--- src/rtl/eth_udp_parse_ctrl_if.sv ---
// Byte-stream input and ITCH message output bundle for the UDP/MoldUDP64 parser.
// The parser takes the slave modport; the stimulus side takes the master modport.
interface eth_udp_parse_ctrl_if;
   logic        dataValid;
   logic [7:0]  data;
   logic        msgValid;
   logic [7:0]  msgData;
   logic        msgStart;
   logic        msgEnd;
   logic        frameDone;
   logic        frameDrop;
   logic        frameErr;
   logic [63:0] seqNum;
   logic [15:0] dropCnt;

   modport slave (
      input  dataValid, data,
      output msgValid, msgData, msgStart, msgEnd,
      output frameDone, frameDrop, frameErr, seqNum, dropCnt
   );

   modport master (
      output dataValid, data,
      input  msgValid, msgData, msgStart, msgEnd,
      input  frameDone, frameDrop, frameErr, seqNum, dropCnt
   );
endinterface

--- src/rtl/eth_udp_parse_ctrl.sv ---
// Ethernet/IPv4/UDP/MoldUDP64 receive parser: checks the headers, then streams the
// ITCH message bytes with start/end framing, registered one cycle after the input byte.
module eth_udp_parse_ctrl #(
   parameter logic [15:0] ETH_TYPE     = 16'h0800,
   parameter logic [7:0]  IP_PROTO     = 8'h11,
   parameter logic [15:0] UDP_DST_PORT = 16'd26400
) (
   input  logic                clk,
   input  logic                rstN,
   eth_udp_parse_ctrl_if.slave bus
);

   typedef enum logic [3:0] {
      S_IDLE, S_ETH, S_IP, S_UDP, S_MOLD, S_MSG_LEN, S_MSG, S_TAIL, S_DROP
   } state_t;

   state_t      r_state, w_nxt;
   logic [4:0]  r_byteCnt;
   logic [15:0] r_msgRemain, r_msgLen;
   logic [63:0] r_seqShift, r_seqNum;
   logic        r_hiOk;
   logic        r_msgValid, r_msgStart, r_msgEnd;
   logic [7:0]  r_msgData;
   logic        r_frameDone, r_frameDrop, r_frameErr;
   logic [15:0] r_dropCnt;

   logic        w_drop, w_err, w_done, w_fwd, w_decide, w_remDecEn, w_cntClr;
   logic [15:0] w_newLen, w_remDec;
   logic        w_dv;
   logic [7:0]  w_d;

   assign w_dv     = bus.dataValid;
   assign w_d      = bus.data;
   assign w_newLen = {r_msgLen[7:0], w_d};
   assign w_remDec = r_msgRemain - 16'd1;

   always_ff @(posedge clk or negedge rstN) begin
      if (!rstN) r_state <= S_IDLE;
      else       r_state <= w_nxt;
   end

   always_comb begin
      w_nxt      = r_state;
      w_drop     = 1'b0;
      w_err      = 1'b0;
      w_done     = 1'b0;
      w_fwd      = 1'b0;
      w_decide   = 1'b0;
      w_remDecEn = 1'b0;
      case (r_state)
         S_IDLE: if (w_dv) w_nxt = S_ETH;
         S_ETH: begin
            if (!w_dv) begin
               w_nxt = S_IDLE; w_err = 1'b1;
            end else if (r_byteCnt == 5'd13) begin
               if (r_hiOk && w_d == ETH_TYPE[7:0]) w_nxt = S_IP;
               else begin w_nxt = S_DROP; w_drop = 1'b1; end
            end
         end
         S_IP: begin
            if (!w_dv) begin
               w_nxt = S_IDLE; w_err = 1'b1;
            end else if ((r_byteCnt == 5'd0 && w_d != 8'h45) ||
                         (r_byteCnt == 5'd9 && w_d != IP_PROTO)) begin
               w_nxt = S_DROP; w_drop = 1'b1;
            end else if (r_byteCnt == 5'd19) begin
               w_nxt = S_UDP;
            end
         end
         S_UDP: begin
            if (!w_dv) begin
               w_nxt = S_IDLE; w_err = 1'b1;
            end else if (r_byteCnt == 5'd3 && !(r_hiOk && w_d == UDP_DST_PORT[7:0])) begin
               w_nxt = S_DROP; w_drop = 1'b1;
            end else if (r_byteCnt == 5'd7) begin
               w_nxt = S_MOLD;
            end
         end
         // Both headers end with a 16-bit length: a zero length consumes one message slot
         // without entering MSG, so the next length field follows immediately.
         S_MOLD, S_MSG_LEN: begin
            if (!w_dv) begin
               w_nxt = S_IDLE; w_err = 1'b1;
            end else if (r_byteCnt == ((r_state == S_MOLD) ? 5'd21 : 5'd1)) begin
               w_decide = 1'b1;
               if (r_msgRemain == 16'd0) begin
                  w_nxt = S_TAIL;
               end else if (w_newLen == 16'd0) begin
                  w_remDecEn = 1'b1;
                  w_nxt      = (w_remDec == 16'd0) ? S_TAIL : S_MSG_LEN;
               end else begin
                  w_nxt = S_MSG;
               end
            end
         end
         S_MSG: begin
            if (!w_dv) begin
               w_nxt = S_IDLE; w_err = 1'b1;
            end else begin
               w_fwd = 1'b1;
               if (r_msgLen == 16'd1) begin
                  w_remDecEn = 1'b1;
                  w_nxt      = (w_remDec == 16'd0) ? S_TAIL : S_MSG_LEN;
               end
            end
         end
         S_TAIL: if (!w_dv) begin w_nxt = S_IDLE; w_done = 1'b1; end
         S_DROP: if (!w_dv) w_nxt = S_IDLE;
         default: w_nxt = S_IDLE;
      endcase
   end

   // A decision also re-enters MSG_LEN on back-to-back zero-length messages.
   assign w_cntClr = (w_nxt != r_state) || w_decide;

   always_ff @(posedge clk or negedge rstN) begin
      if (!rstN) begin
         r_byteCnt   <= 5'd0;
         r_msgRemain <= 16'd0;
         r_msgLen    <= 16'd0;
         r_seqShift  <= 64'd0;
         r_seqNum    <= 64'd0;
         r_hiOk      <= 1'b0;
         r_msgValid  <= 1'b0;
         r_msgStart  <= 1'b0;
         r_msgEnd    <= 1'b0;
         r_msgData   <= 8'd0;
         r_frameDone <= 1'b0;
         r_frameDrop <= 1'b0;
         r_frameErr  <= 1'b0;
         r_dropCnt   <= 16'd0;
      end else begin
         r_msgValid  <= w_fwd;
         r_msgStart  <= w_fwd && (r_byteCnt == 5'd0);
         r_msgEnd    <= w_fwd && (r_msgLen == 16'd1);
         if (w_fwd) r_msgData <= w_d;
         r_frameDone <= w_done;
         r_frameDrop <= w_drop;
         r_frameErr  <= w_err;
         if ((w_drop || w_err) && r_dropCnt != 16'hFFFF) r_dropCnt <= r_dropCnt + 16'd1;

         // The IDLE byte is already ETH byte 0; saturation keeps msgStart exact in long messages.
         if (w_cntClr)                  r_byteCnt <= (r_state == S_IDLE) ? 5'd1 : 5'd0;
         else if (r_byteCnt != 5'd31)   r_byteCnt <= r_byteCnt + 5'd1;

         if (w_dv) begin
            case (r_state)
               S_ETH: if (r_byteCnt == 5'd12) r_hiOk <= (w_d == ETH_TYPE[15:8]);
               S_UDP: if (r_byteCnt == 5'd2)  r_hiOk <= (w_d == UDP_DST_PORT[15:8]);
               S_MOLD: begin
                  if (r_byteCnt >= 5'd10 && r_byteCnt <= 5'd17)
                     r_seqShift <= {r_seqShift[55:0], w_d};
                  if (r_byteCnt == 5'd18 || r_byteCnt == 5'd19)
                     r_msgRemain <= {r_msgRemain[7:0], w_d};
                  if (r_byteCnt == 5'd20) r_msgLen <= {8'h00, w_d};
                  if (r_byteCnt == 5'd21) r_seqNum <= r_seqShift;
               end
               S_MSG_LEN: if (r_byteCnt == 5'd0) r_msgLen <= {8'h00, w_d};
               S_MSG:     r_msgLen <= r_msgLen - 16'd1;
               default: ;
            endcase
            if (w_decide)   r_msgLen    <= w_newLen;
            if (w_remDecEn) r_msgRemain <= w_remDec;
         end
      end
   end

   assign bus.msgValid  = r_msgValid;
   assign bus.msgData   = r_msgData;
   assign bus.msgStart  = r_msgStart;
   assign bus.msgEnd    = r_msgEnd;
   assign bus.frameDone = r_frameDone;
   assign bus.frameDrop = r_frameDrop;
   assign bus.frameErr  = r_frameErr;
   assign bus.seqNum    = r_seqNum;
   assign bus.dropCnt   = r_dropCnt;

endmodule

--- src/flat_wrapper.sv ---
// flat-port wrapper written by rule: the top's interface ports become plain ports
module eth_udp_parse_ctrl_flat 
#(
   parameter logic [15:0] ETH_TYPE     = 16'h0800,
   parameter logic [7:0]  IP_PROTO     = 8'h11,
   parameter logic [15:0] UDP_DST_PORT = 16'd26400
)
  (clk, rstN, bus_dataValid, bus_data, bus_msgValid, bus_msgData, bus_msgStart, bus_msgEnd, bus_frameDone, bus_frameDrop, bus_frameErr, bus_seqNum, bus_dropCnt);
  eth_udp_parse_ctrl_if bus_i ();
  input  logic clk;
  input  logic rstN;
  input wire logic [$bits(bus_i.dataValid)-1:0] bus_dataValid;
  input wire logic [$bits(bus_i.data)-1:0] bus_data;
  output wire logic [$bits(bus_i.msgValid)-1:0] bus_msgValid;
  output wire logic [$bits(bus_i.msgData)-1:0] bus_msgData;
  output wire logic [$bits(bus_i.msgStart)-1:0] bus_msgStart;
  output wire logic [$bits(bus_i.msgEnd)-1:0] bus_msgEnd;
  output wire logic [$bits(bus_i.frameDone)-1:0] bus_frameDone;
  output wire logic [$bits(bus_i.frameDrop)-1:0] bus_frameDrop;
  output wire logic [$bits(bus_i.frameErr)-1:0] bus_frameErr;
  output wire logic [$bits(bus_i.seqNum)-1:0] bus_seqNum;
  output wire logic [$bits(bus_i.dropCnt)-1:0] bus_dropCnt;
  assign bus_i.dataValid = bus_dataValid;
  assign bus_i.data = bus_data;
  assign bus_msgValid = bus_i.msgValid;
  assign bus_msgData = bus_i.msgData;
  assign bus_msgStart = bus_i.msgStart;
  assign bus_msgEnd = bus_i.msgEnd;
  assign bus_frameDone = bus_i.frameDone;
  assign bus_frameDrop = bus_i.frameDrop;
  assign bus_frameErr = bus_i.frameErr;
  assign bus_seqNum = bus_i.seqNum;
  assign bus_dropCnt = bus_i.dropCnt;
  eth_udp_parse_ctrl #(.ETH_TYPE(ETH_TYPE), .IP_PROTO(IP_PROTO), .UDP_DST_PORT(UDP_DST_PORT)) u_core (.clk(clk), .rstN(rstN), .bus(bus_i));
endmodule
--- config.mk ---
export PLATFORM = sky130hd
export DESIGN_NAME = eth_udp_parse_ctrl_flat
export DESIGN_NICKNAME = d
export VERILOG_FILES = /design/src/rtl/eth_udp_parse_ctrl_if.sv /design/src/rtl/eth_udp_parse_ctrl.sv /design/src/flat_wrapper.sv
export SDC_FILE = /design/constraint.sdc
export NUM_CORES = 1
export LEC_CHECK = 0
export CORE_ASPECT_RATIO = 0.8
export CORE_MARGIN = 3
export CORE_UTILIZATION = 55
export DETAILED_ROUTE_END_ITERATION = 8
export MAX_ROUTING_LAYER = met4
export PLACE_DENSITY = 0.78
export SETUP_SLACK_MARGIN = 0.1
export SLEW_MARGIN = 40
export SYNTH_ARGS = -nofsm -noshare
export SYNTH_HDL_FRONTEND = slang
export SYNTH_SLANG_ARGS = --single-unit
--- constraint.sdc ---
create_clock -name clk -period 2.8 [get_ports clk]
set_clock_uncertainty 0.05 [all_clocks]
set_input_delay 0.56 -clock clk [delete_from_list [all_inputs] [get_ports clk]]
set_output_delay 0.56 -clock clk [all_outputs]
set_load 0.1 [all_outputs]
==> qor.csv <==
stage;metric;value;unit
detailed_routing;vias;7320;
flow_run;cap_violations;0;
synthesis;ys_seq_area_share;52.96;%
synthesis;synth_top_family_by_area;multiplexers;
synthesis;syn-instance-count;812;
cts;cts_hold_buf;0;
placement;place.gp.congestion;1.036;
global_route;grt_remaining_overflow;0;
synthesis;synth_edf_count;0;
detailed_routing;routed_wl;24780;µm
cts;cts_sinks;200;
synthesis;ys.flop_type;dfrtp_1;
global_route;grt_pass1_vias;6980;
worst_setup_path;start_kind;flop;
placement;dpl.hpwl;17140;µm
timing;max-slew-margin-rel;58.49;%
synthesis;synth_compound_area_share;9.625;%
synthesis;synth_area_leaders;dfrtp_1 53%, mux2_2 15%, nand2_1 2.5%, nor2_1 1.8%, o21ai_0 1.7%;
timing;finalHoldViolCount;0;
worst_setup_path;worstReg2RegEnd;u_core.bus.dropCnt[14];
cts;cts_buffers;17;
status;outcome;finished clean;
timing;layout_setup_ws;148.7;ps
worst_setup_path;crit_start;u_core.r_byteCnt[0];
cells_and_area;final_cells;1220;
worst_setup_path;crit_fanout;5;
floorplanning;die_h;123.2;µm
floorplanning;rows;42;
placement;dp_slack;-204.7;ps
worst_setup_path;required;3070;ps
synthesis;ys_ff_latch;200;
synthesis;async_reset_ff_share;100.0;%
placement;port_buffers;104;
floorplanning;pin_count;105;
detailed_routing;drc_errors;0;
global_route;grt_usage;27.01;%
synthesis;synth_top_area_cell;dfrtp_1;
global_route;grt_pass1_wl;38880;µm
timing;fmax;0.3772;GHz
pwr;peakVddDrop;888.9;µV
synthesis;synth_area;9450;µm²
worst_setup_path;worstPathArrival;2920;ps
pwr;powerDensity;550.9;nW/µm²
cts;cts_tree;yes;
timing;maxSlewViolCount;0;
detailed_routing;vias_per_cell;6.000;
floorplanning;die_w;152.6;µm
cts;clk_latency;440;ps
cts;htree_levels;4;
pwr;leakagePower;5.776;nW
synthesis;synth_warnings;0;
cells_and_area;layout.nets;1008;
timing;tns;0;ps
worst_setup_path;reg2reg_from;u_core.r_byteCnt[0];
synthesis;synth_nets;833;
synthesis;synth_fa_ha_area_share;1.324;%
synthesis;yosysTopAreaCellShare;52.96;%
synthesis;syn_avg_cell_area;11.64;µm²
timing;worst_pin_slew;616.9;ps
detailed_routing;postRouteAntennaNets;0;
worst_setup_path;reg2reg_depth;8;
detailed_routing;drt_first_pass_iters;5;
global_route;antenna_found_initial;0;
synthesis;synth.distinct_cells;84;
timing;rsz0062_at_grt;true;
global_route;grt_start_max_net_pins;66;
timing;final.min_clock_period;2651;ps
worst_setup_path;rrSetupSlack;150;ps
placement;dp.cells;1184;
cells_and_area;fillerInstances;1204;
synthesis;yosys.area_share.simple;15.19;%
cts;cts_root_buffer;clkbuf_16;
synthesis;synth_xor_area_share;2.224;%
cells_and_area;diodes;0;
timing;finalSetupViolCount;0;
floorplanning;dieArea;18800;µm²
cts;clockBufferDepth;2;
detailed_routing;post_drt_wl_per_cell;20.31;µm
worst_setup_path;crit_path_end_kind;flop;
floorplanning;start_util;56.55;%
cells_and_area;drive_above_1_share;39.50;%
cts;path_clk_slew;90;ps
floorplanning;core_area;16710;µm²
cells_and_area;syn2layout_area_growth;26.04;%
hold_path;hold_path.class;in -> async;
synthesis;synth_mux_area_share;15.85;%
timing;finalCritPeriodShare;94.69;%
worst_setup_path;path_class;reg -> reg;
detailed_routing;drt_iter0_markers;793;
worst_setup_path;crit_end;u_core.bus.dropCnt[14];
worst max-delay path, stage by stage, from the launching register on:
cell and delay (ps):
dfrtp_2 440, ha_1 200, or4b_1 480, a31oi_2 290, nand2b_4 210, a41oi_4 110
or3_1 410, or2_1 230, xnor2_1 120
logic make-up after synthesis:
kind of cell,after synthesis
buffers and inverters,61
adders and majority gates,10
xor gates and xnor gates,24
DFF,200
AOI/OAI and AO/OA,131
muxes,133
and+or+nand+nor,253
through the flow:
| stage | total power, W | cell area (µm²) | util, % | hold WS, ps |
|---|---|---|---|---|
| after floorplan | 0.003699 | 9450 | - | 214.4 |
| after global placement | 0.004017 | 11140 | 66.64 | 418.9 |
| after CTS | 0.006551 | 11780 | 70.52 | 61.11 |
| after detailed placement | 0.004027 | 11140 | 66.64 | 419.1 |
| final | 0.006563 | 11910 | 71.28 | 37.71 |
| after global routing | 0.006772 | 11910 | 71.28 | 80.51 |
power breakdown:
part / switching (W) / total, W / internal, W
Combinational: 0.000666 / 0.000967 / 0.000302
Clock: 0.00130 / 0.00252 / 0.00123
Sequential: 0.000107 / 0.00307 / 0.00296
Total: 0.00207 / 0.00656 / 0.00449
per-layer routing:
metal	track usage, %	part of all wire (%)
met1	40.28	46
met4	7.679	1.7
met3	5.458	7.9
met2	37.87	44
met5	-	0
layout by cell type (no fill, tap or decap), drive strengths merged, types with 5 or more instances in the layout:
| cell | count |
|---|---|
| dfrtp | 200 |
| buf | 190 |
| mux2 | 130 |
| nand2 | 63 |
| nor2 | 47 |
| o21ai | 33 |
| nor3 | 31 |
| inv | 26 |
| a21oi | 25 |
| nand3 | 19 |
| xnor2 | 18 |
| clkbuf | 18 |
| nand4 | 12 |
| nor4 | 12 |
| and3 | 10 |
| a31oi | 10 |
| ha | 10 |
| clkdlybuf4s50 | 9 |
| nand2b | 8 |
| nor4b | 7 |
| xor2 | 6 |
| a221o | 6 |
| nor3b | 6 |
| and4 | 5 |
| or3 | 5 |
| nand3b | 5 |
| a22oi | 5 |
| o22ai | 5 |
worst min path at each step:
stage	startpoint	endpoint
global route	rstN	u_core.bus.msgData[2]
floorplan	rstN	u_core.bus.dropCnt[0]
global placement	u_core.bus.msgData[0]	u_core.bus.msgData[0]
CTS	rstN	u_core.bus.msgData[2]
detailed placement	u_core.bus.msgData[0]	u_core.bus.msgData[0]
finish	rstN	u_core.bus.msgData[2]
Yosys cell counts (3+ instances only):
| library cell | instances |
|---|---|
| o211ai_1 | 4 |
| a22oi_1 | 5 |
| a31oi_1 | 10 |
| nor4_1 | 9 |
| xor2_1 | 6 |
| or4_1 | 3 |
| mux2_2 | 130 |
| dfrtp_1 | 200 |
| inv_1 | 17 |
| nand4_1 | 12 |
| nor2b_1 | 3 |
| ha_1 | 10 |
| o32ai_1 | 3 |
| and4b_1 | 3 |
| a21oi_1 | 24 |
| a221o_1 | 6 |
| buf_2 | 18 |
| nor4_2 | 3 |
| xnor2_1 | 18 |
| and3_1 | 10 |
| and4_1 | 5 |
| o21a_1 | 3 |
| a211oi_1 | 4 |
| nand3b_1 | 5 |
| nor3_1 | 27 |
| clkbuf_1 | 21 |
| nor3_2 | 3 |
| nand3_1 | 18 |
| nand2b_1 | 7 |
| a21o_1 | 3 |
| a22o_1 | 4 |
| o21ai_0 | 32 |
| nand2_1 | 62 |
| nor2_1 | 45 |
| o21bai_1 | 3 |
| nor3b_1 | 5 |
| o22ai_1 | 5 |
| or3_1 | 5 |
| nor4b_1 | 6 |
| and2_1 | 3 |
sequential cells by signal (all words and copies together), names as in the netlist:
register,count
u_core.r_hiOk,1
u_core.bus.msgData,8
u_core.bus.frameDrop,1
u_core.bus.msgValid,1
u_core.bus.msgEnd,1
u_core.r_msgRemain,16
u_core.bus.frameErr,1
u_core.r_state,4
u_core.r_byteCnt,5
u_core.r_seqShift,64
u_core.bus.frameDone,1
u_core.bus.msgStart,1
u_core.r_msgLen,16
u_core.bus.seqNum,64
u_core.bus.dropCnt,16
repair_timing:
item	in CTS	in global routing
resized for setup	5	21
buffers inserted	2	2
pin swaps	0	1
endpoints found under the setup margin	10	35
final cells by class:
type	instances	area, µm²	share of cell area (%)
Inverter	17	63.81	0.5357
Clock buffer	17	425.4	3.571
Clock inverter	15	183.9	1.544
Tap cell	220	275.3	2.311
Sequential cell	200	5006	42.03
Timing Repair Buffer	200	1630	13.69
Multi-Input combinational cell	551	4327	36.32
(Power assumes the default switching activity.)
